## src/rtl/rv32v_types_pkg.sv

```systemverilog
// Shared vector-pipeline types: element width, element offset type and the
// micro-op sequencer state encoding.
package rv32v_types_pkg;

   // Element index width; vl/vstart carry one extra bit so 0..2**VL_WIDTH fits.
   localparam int VL_WIDTH = 7;

   // Element offset presented to a single execute lane.
   typedef logic [VL_WIDTH-1:0] offset_t;

   // Element count / index with room for the full vector length.
   typedef logic [VL_WIDTH:0] count_t;

   // Micro-op sequencer control states.
   typedef enum logic [1:0] {
      IDLE  = 2'd0,
      ISSUE = 2'd1,
      ZDONE = 2'd2
   } uopseq_state_t;

endpackage : rv32v_types_pkg

```

## src/rtl/rv32v_uop_sequencer.sv

```systemverilog
// Vector micro-op sequencer: turns one accepted vector instruction into a
// stream of two-lane element uops (offsets + lane enables) for execute,
// holding the current uop while execute stalls.
module rv32v_uop_sequencer #(
   parameter int VL_WIDTH = rv32v_types_pkg::VL_WIDTH
) (
   input  logic                CLK,
   input  logic                nRST,
   input  logic                instr_valid,
   output logic                instr_ready,
   input  logic [VL_WIDTH:0]   vl,
   input  logic [VL_WIDTH:0]   vstart,
   input  logic                stall,
   input  logic                flush,
   output logic                uop_valid,
   output logic [VL_WIDTH-1:0] woffset0,
   output logic [VL_WIDTH-1:0] woffset1,
   output logic                wen0,
   output logic                wen1,
   output logic                first_uop,
   output logic                last_uop,
   output logic                busy,
   output logic                done
);

   // Width of element counts (vl, vstart, idx) and of the non-wrapping sum.
   localparam int CW = VL_WIDTH + 1;
   localparam int SW = VL_WIDTH + 2;

   rv32v_types_pkg::uopseq_state_t state_q, state_d;
   logic [CW-1:0] idx_q, idx_d;
   logic [CW-1:0] vl_q, vl_d;
   logic [CW-1:0] vstart_q, vstart_d;
   logic          done_q, done_d;

   // Derived per-uop values, all from registered state only.
   logic          issuing;
   logic [CW-1:0] idx_p1;
   logic [SW-1:0] idx_p2;
   logic          lane1_in_body;
   logic          is_last;

   assign issuing       = (state_q == rv32v_types_pkg::ISSUE);
   // idx < vl <= 2**VL_WIDTH while issuing, so idx+1 fits in CW bits.
   assign idx_p1        = idx_q + CW'(1);
   // Widened so that idx+2 never wraps when vl is the maximum length.
   assign idx_p2        = {1'b0, idx_q} + SW'(2);
   assign lane1_in_body = (idx_p1 < vl_q);
   assign is_last       = (idx_p2 >= {1'b0, vl_q});

   // Next-state and counter update: accept, consume, stall-hold, flush abort.
   always_comb begin
      // NOTE: every signal written here gets a default first so that no path
      // leaves it unassigned, which would otherwise infer a latch.
      state_d  = state_q;
      idx_d    = idx_q;
      vl_d     = vl_q;
      vstart_d = vstart_q;
      done_d   = 1'b0;

      unique case (state_q)
         rv32v_types_pkg::IDLE: begin
            // Flush outranks a concurrent accept; the instruction is dropped.
            if (!flush && instr_valid) begin
               vl_d     = vl;
               vstart_d = vstart;
               idx_d    = vstart;
               state_d  = (vstart >= vl) ? rv32v_types_pkg::ZDONE
                                         : rv32v_types_pkg::ISSUE;
            end
         end

         rv32v_types_pkg::ISSUE: begin
            if (flush) begin
               state_d = rv32v_types_pkg::IDLE;
            end else if (!stall) begin
               if (is_last) begin
                  state_d = rv32v_types_pkg::IDLE;
                  done_d  = 1'b1;
               end else begin
                  idx_d = idx_q + CW'(2);
               end
            end
         end

         rv32v_types_pkg::ZDONE: begin
            // Done is decoded from this state; a flush here changes nothing.
            state_d = rv32v_types_pkg::IDLE;
         end

         default: begin
            state_d = rv32v_types_pkg::IDLE;
         end
      endcase
   end

   // State, counter and done registers with asynchronous active-low reset.
   always_ff @(posedge CLK or negedge nRST) begin
      // NOTE: the latched vl/vstart are reset too, not just the state, so the
      // block powers up in a fully defined condition.
      if (!nRST) begin
         state_q  <= rv32v_types_pkg::IDLE;
         idx_q    <= '0;
         vl_q     <= '0;
         vstart_q <= '0;
         done_q   <= 1'b0;
      end else begin
         // NOTE: non-blocking assignments so every register samples the
         // pre-edge values computed by the combinational process.
         state_q  <= state_d;
         idx_q    <= idx_d;
         vl_q     <= vl_d;
         vstart_q <= vstart_d;
         done_q   <= done_d;
      end
   end

   // Outputs: decoded from registers; uop fields are zero outside ISSUE.
   always_comb begin
      instr_ready = (state_q == rv32v_types_pkg::IDLE);
      busy        = (state_q != rv32v_types_pkg::IDLE);
      uop_valid   = issuing;
      done        = done_q || (state_q == rv32v_types_pkg::ZDONE);
      woffset0    = issuing ? idx_q[VL_WIDTH-1:0]  : '0;
      woffset1    = issuing ? idx_p1[VL_WIDTH-1:0] : '0;
      wen0        = issuing;
      wen1        = issuing && lane1_in_body;
      first_uop   = issuing && (idx_q == vstart_q);
      last_uop    = issuing && is_last;
   end

endmodule : rv32v_uop_sequencer

```

## config.mk

```make
export PLATFORM = sky130hd
export DESIGN_NAME = rv32v_uop_sequencer
export DESIGN_NICKNAME = d
export VERILOG_FILES = /design/src/rtl/rv32v_types_pkg.sv /design/src/rtl/rv32v_uop_sequencer.sv
export SDC_FILE = /design/constraint.sdc
export NUM_CORES = 1
export LEC_CHECK = 0
export CORE_ASPECT_RATIO = 0.7
export CORE_MARGIN = 8
export CORE_UTILIZATION = 52
export DETAILED_ROUTE_END_ITERATION = 8
export PLACE_DENSITY = 0.77
export SETUP_SLACK_MARGIN = 0.15
export SLEW_MARGIN = 10
export SYNTH_ARGS = -nofsm -noshare
export SYNTH_HDL_FRONTEND = slang
export SYNTH_SLANG_ARGS = --single-unit
export TNS_END_PERCENT = 30
```

## constraint.sdc

```tcl
create_clock -name CLK -period 3.3 [get_ports CLK]
set_input_delay 0.66 -clock CLK [delete_from_list [all_inputs] [get_ports CLK]]
set_output_delay 0.66 -clock CLK [all_outputs]
set_load 0.03 [all_outputs]
```

==> out/qor.txt, run 1 <==
Clock Latency Late Sink: 0.27 ns
largest stage delay on the critical path: 0.40 ns
via count: 1980
Leakage: 1.33 nW
CP Capture Type: output pin
die height: 70.1 um
adder-cell share of the synthesized area: 15.0%
xor/xnor cell area share of the yosys netlist: 7.66%
# diodes: 0
Wirelength per Cell: 16.3 um
Final nets: 360
Post-synth EDFFs: 0
FP Rows: 19
Clock Tree Root: clkbuf_8
clk buf depth: 2
area grow syn2layout: 32.3%
Syn Area/Cell: 8.52 um^2
Hold Path Depth: 2
Die Wd: 93.3 um
routability cong.: 0.870
H-tree level count: 1
Core Util, Final: 72.4%
Hold/Removal Path Class: flip-flop to flip-flop
# IOs: 43
clock transition at the registers of the reported paths: 0.09 ns
startpoint types: flip-flop
port bufs: 42
Total Routing Usage GR: 18.3%
Worst Clk Skew: 0.00312 ns
sequential share of the synthesized area: 31.1%
vias in the first global route: 1896
period utilization: 93.4%
CTS tree: done
Crit path arrival time: 2.42 ns
Slew HR: 70.1%
first-pass GRT wire length: 9630 um
Distinct cells, synth: 43
warnings from Yosys: 0
Overflow after GRT: 0
core region area: 3970 um^2
initial antenna violation count: 0
Sink Count: 27
Hold Vio Cnt, Final: 0
die area: 6530 um^2
Buf+Inv Stages, Crit Path: 2
ys flop type: dfrtp_1
Detail Placement HPWL: 4740 um
Post-Syn Area: 2170 um^2
post-synthesis mux area share: 0.922%
vias per inst: 5.44
Critical Path RT: 2.64 ns
Final min period: 3.08 ns
TritonRoute pass-1 iters: 6
GR met1 Demand/Resource: 26.2%
Compound-Gate Fraction of Synth Area: 16.9%
WS Path Type: flip-flop to output pin
Slew @ Worst Pin: 0.448 ns
Worst Reg-to-Reg Cells: 10
hold buffer count at CTS: 0
share of cells above drive strength 1: 15.7%
status: complete, no violations
Residual DRC: 0
RSZ-0062 raised after global routing: true
max frequency: 324 MHz
FFs w/ async S/R, synth: 100%
Syn Nets: 302
simple-gate portion of the synthesized area: 20.6%
drt total wl: 5930 um
largest net degree at the start of global routing: 28
CTS Buf Count: 3
Max FO, Critical Path: 6
largest family of logic cells by synthesized area: simple AND/OR/NAND/NOR gates
final setup violating endpoints: 0
Slew Limit Fails: 0
max cap viols: 0
cell-by-cell trace of the critical path: buf_6 -> ha_2 -> nand3_1 -> xnor2_2 -> ha_1 -> or3_1 -> o21ai_0 -> a21oi_1 -> a31oi_1 -> buf_4
Power Density: 813 nW/um^2
initial drt markers: 170
setup slack at placement: -0.0152 ns
cell count along the critical path: 10
Yosys reg bits: 27
met3 usage: 3.63%
post-route setup slack: 0.218 ns
ANT nets after route: 0
maximum vdd drop: 429 uV
global route hottest layer: met2
grt met2 use: 27.5%
kind of cell adding the most delay to the critical path: simple AND/OR/NAND/NOR gates
Slowest cell on crit path: dfrtp_1
Initial Utilization: 54.7%
Synth Instances: 255
flip-flops by register name, summed over array words and instances, names as in the netlist:
| signal | count |
|---|---|
| idx_q | 8 |
| vl_q | 8 |
| done_q | 1 |
| state_q | 2 |
| vstart_q | 8 |
what timing repair did:
action / in CTS / in global routing
endpoints found under the hold margin: 0 / 0
buffers inserted: 0 / 4
endpoints found under the setup margin: 1 / 2
pin swaps: 0 / 7
resized for setup: 8 / 12
tightest hold or removal path: cells and delay by family, from the launching register on:
kind,cells,cell delay [ns]
flops,1,0.35
compound gates,1,0.06
simple gates,1,0.04
area by class of cell:
cell class              count  area (um^2)
fillers                   318         1100
flip-flops and latches     27          676
multi-input cells         190         1380
repair buffers             68          622
well taps                  52         65.1
clock buffers               4         45.0
inverters                  23         86.3
report_power, final:
part           total [W]  switching, W  internal, W
Clock           0.000193      0.000106    0.0000867
Combinational    0.00164      0.000864     0.000775
Sequential      0.000506     0.0000765     0.000429
worst paths after layout:
kind                                 startpoint                   end  slack (ns)
setup / recovery           idx_q[1]$_DFFE_PN0P_                  wen1        0.22
hold / removal              vl_q[2]$_DFFE_PN0P_   vl_q[2]$_DFFE_PN0P_        0.48
setup reg to reg           idx_q[5]$_DFFE_PN0P_  idx_q[3]$_DFFE_PN0P_        0.79
hold reg to reg             vl_q[2]$_DFFE_PN0P_   vl_q[2]$_DFFE_PN0P_        0.48
max in group asynchronous                  nRST  idx_q[4]$_DFFE_PN0P_        2.29
min in group asynchronous                  nRST   vl_q[1]$_DFFE_PN0P_        0.74
Yosys cell counts, drive strengths merged, types with 5 or more instances:
| library cell | number | area [um^2] |
|---|---|---|
| nand2 | 45 | 169 |
| dfrtp | 27 | 676 |
| ha | 26 | 325 |
| inv | 22 | 82.6 |
| xnor2 | 15 | 131 |
| o21ai | 13 | 65.1 |
| a211oi | 10 | 95.1 |
| and2 | 10 | 62.6 |
| buf | 10 | 65.1 |
| nor2 | 10 | 37.5 |
| nand3 | 9 | 45.0 |
| a21oi | 8 | 40.0 |
| clkbuf | 5 | 18.8 |
kinds of logic (layout without fill, tap and decap cells):
logic type	Yosys count	count (layout)
and+or+nand+nor	94	94
DFF	27	27
xor gates and xnor gates	19	19
adders and majority gates	26	26
muxes	2	2
buffers and inverters	38	95
AOI/OAI and AO/OA	49	49
placed cells by master, fill, tap and decap left out, drive strengths merged, types with 4 or more instances in the layout:
master and n:
clkdlybuf4s50 40, inv 22, a21oi 8, dfrtp 27, nand2 45, xor2 4, buf 28, o21ai 13
xnor2 15, nand4 4, nand3 9, a21o 4, clkbuf 4, a211oi 10, ha 26, and2 10
nor2 10
stage by stage:
step           instance area, um^2  hold WS, ns  total power [W]  instances  setup TNS [ns]
2_1_floorplan                 2170        0.364          0.00149        255               0
3_3_place_gp                  2740        0.462          0.00193        356               0
6_report                      2870        0.484          0.00234        364               0
5_1_grt                       2870        0.530          0.00251        364               0
3_5_place_dp                  2740        0.471          0.00198        356         -0.0152
4_1_cts                       2790        0.492          0.00220        360               0
metal layers:
layer	vias to the layer above	wire (um)
met5	-	0
met4	0	61
met3	7	393
met2	70	2580
met1	917	2900
li1	986	-
Note: power is estimated with default switching activity, not from simulation.
==> run 2, diff against run 1 <==
- TNS_END_PERCENT: 30 -> 100
==> results of run 2 <==
Same layout as run 1: the final DEF is identical, and so are final timing and power.
==> run 3, diff against run 2 <==
- ABC_AREA: not set -> 1
- PLACE_DENSITY: 0.77 -> 0.78
==> out/qor.txt, run 3 <==
Synth Instances: 300 (+18%)
Clock Latency Late Sink: 0.27 ns (about the same)
Slew HR: 72.7% (+2.6 points)
Core Util, Final: 69.1% (-3.3 points)
cell taking the most area after synthesis: dfrtp_1
period utilization: 90.4% (-3.0 points)
hold buffer count at CTS: 0 (unchanged)
TritonRoute pass-1 iters: 4 (-2)
setup tns final: 0 ns (unchanged)
routability cong.: 0.886 (+1.9%)
area grow syn2layout: 28.0%
vias in the first global route: 1985 (+4.7%)
sequential share of the synthesized area: 31.9% (+0.79 points)
Hold/Removal Path Class: flip-flop to flip-flop
first-pass GRT wire length: 9350 um (-2.9%)
Initial Utilization: 54.0% (-0.71 points)
Slew Limit Fails: 0 (unchanged)
Sink Count: 27 (unchanged)
Total Routing Usage GR: 17.5% (-0.78 points)
commonest non-fill, non-tap cell in the layout: nand2_1
RSZ-0062 raised after global routing: true
CTS tree: done
die height: 69.4 um (-0.96%)
Die Wd: 92.3 um (-1.0%)
Max FO, Critical Path: 9 (+3)
ANT nets after route: 0 (unchanged)
maximum vdd drop: 304 uV (-29%)
Final nets: 394 (+9.4%)
Reg2Reg Setup Slack: 1.15 ns (+0.36 ns)
max frequency: 335 MHz (+3.3%)
Post-Syn Area: 2120 um^2 (-2.5%)
clk buf depth: 2 (unchanged)
Distinct cells, synth: 28 (-35%)
Worst Clk Skew: 0.00317 ns (+0.0000565 ns)
Yosys reg bits: 27 (unchanged)
clock transition at the registers of the reported paths: 0.09 ns (about the same)
Placed Cells: 392 (+10%)
initial drt markers: 222 (+31%)
Largest regs: idx_q x8, vl_q x8, vstart_q x8
Overflow after GRT: 0 (unchanged)
Syn Nets: 347 (+15%)
Post-synth EDFFs: 0 (unchanged)
drt total wl: 5360 um (-9.6%)
Syn Area/Cell: 7.06 um^2 (-17%)
FFs w/ async S/R, synth: 100% (unchanged)
Crit path arrival time: 2.32 ns (-0.10 ns)
# diodes: 0 (unchanged)
Detail Placement HPWL: 4430 um (-6.6%)
ys flop type: dfrtp_1
max cap viols: 0 (unchanged)
startpoint types: flip-flop
most frequent cells in the layout: nand2_1, inv_1, clkdlybuf4s50_1
top area cells in the synthesized netlist: dfrtp_1, ha_1, nand2_1
Clock Tree Root: clkbuf_8
status: complete, no violations
Power Density: 660 nW/um^2 (-19%)
final std cells w/o fill: 398 (+9.3%)
vias per inst: 5.06 (-7.0%)
FP Rows: 19 (unchanged)
die area: 6400 um^2 (-2.0%)
top post-synthesis cells by count: nand2_1, inv_1, dfrtp_1, nor2_1, ha_1
final setup violating endpoints: 0 (unchanged)
core region area: 3920 um^2 (-1.2%)
port bufs: 42 (unchanged)
Wirelength per Cell: 13.5 um (-17%)
initial antenna violation count: 0 (unchanged)
most common cell in the netlist: nand2_1
Yosys top cell area share: 31.9% (+0.79 points)
Critical Path RT: 2.64 ns (about the same)
Slew @ Worst Pin: 0.409 ns (-0.0398 ns)
H-tree level count: 1 (unchanged)
Leakage: 1.41 nW (+5.9%)
share of cells above drive strength 1: 9.25% (-6.5 points)
Hold Vio Cnt, Final: 0 (unchanged)
warnings from Yosys: 0 (unchanged)
Final min period: 2.98 ns (-0.0993 ns)
WS Path Type: flip-flop to output pin
largest net degree at the start of global routing: 28 (unchanged)
Residual DRC: 0 (unchanged)
CTS Buf Count: 3 (unchanged)
via count: 2013 (+1.7%)
CP Capture Type: output pin
# IOs: 43 (unchanged)
==> run 3: changes by cell type in the layout (fill, tap and decap cells not counted), moves of 5 or more <==
cell	previous run	this run
buf_4	25	9
and2_1	9	0
a21oi_1	8	13
nand3_1	8	15
inv_1	22	50
nand2_1	45	80
a211oi_1	6	0
o21ai_0	13	21
xnor2_1	14	1
nor2_1	9	26
==> run 3: cells by family (layout without fill, tap and decap cells) <==
family | after synthesis | after routing | synth area share (%)
AND/OR/NAND/NOR | 133 | 133 | 26.5
buffers and inverters | 62 | 108 | 11.2
AO/OA/AOI/OAI | 44 | 44 | 11.7
flip-flops | 27 | 27 | 31.9
adder cells (fa/ha/maj) | 26 | 26 | 15.4
XOR/XNOR | 8 | 8 | 3.31
==> run 3: path summary, 6_finish.rpt <==
check | from | end | cells after the start
max | idx_q[1]$_DFFE_PN0P_ | last_uop | 13
min | vstart_q[7]$_DFFE_PN0P_ | vstart_q[7]$_DFFE_PN0P_ | 2
max reg2reg | idx_q[1]$_DFFE_PN0P_ | idx_q[4]$_DFFE_PN0P_ | 14
min reg2reg | vstart_q[7]$_DFFE_PN0P_ | vstart_q[7]$_DFFE_PN0P_ | 2
max in group asynchronous | nRST | idx_q[3]$_DFFE_PN0P_ | 2
min in group asynchronous | nRST | vl_q[0]$_DFFE_PN0P_ | 2
==> run 3: power by group <==
part	internal (W)	leakage (nW)	total, W	switching, W
clock network	0.0000848	0.0255	0.000188	0.000103
registers	0.000426	0.336	0.000516	0.0000904
logic	0.000429	1.05	0.00108	0.000656
==> run 3: area by class of cell <==
cell class	instances	area, um^2
Sequential cell	27	678
Inverter	54	203
Clock buffer	3	41.3
Fill cell	347	1210
Multi-Input combinational cell	211	1240
Tap cell	52	65.1
Clock inverter	1	5.00
Timing Repair Buffer	50	475
==> run 3: what timing repair did <==
item / 4_1_cts / 5_1_grt
setup endpoints to repair: 1 / 2
gates resized for setup: 4 / 13
cloned: 0 / 0
pin swaps: 0 / 1
setup buffers: 0 / 2
==> run 3: worst max-delay path, stage by stage (launching register included) <==
cell and delay (ns):
dfrtp_1 0.45, nand3_1 0.15, or2_4 0.26, xor2_1 0.20, ha_1 0.28, nand2_1 0.07, inv_1 0.04, nand2_1 0.06
nand2_1 0.05, nand2_1 0.07, nand2_2 0.07, nand2_4 0.12, inv_1 0.05, clkbuf_4 0.17
==> run 3: per-layer routing <==
metal	track usage (%)	share of wire (%)	up-vias
li1	-	-	1035
met1	24.7	49	895
met2	26.8	42	76
met3	3.35	7.1	7
met4	3.91	1.2	0
met5	0	0	-
==> run 3: through the flow <==
step                hold slack, ns  total power, W  cell area (um^2)  setup slack (ns)
detailed placement           0.484         0.00154              2610            0.0893
global placement             0.478         0.00151              2610             0.186
global route                 0.541         0.00197              2710             0.125
finish                       0.506         0.00179              2710             0.318
CTS                          0.505         0.00173              2660             0.184
floorplan                    0.364         0.00122              2120             0.358
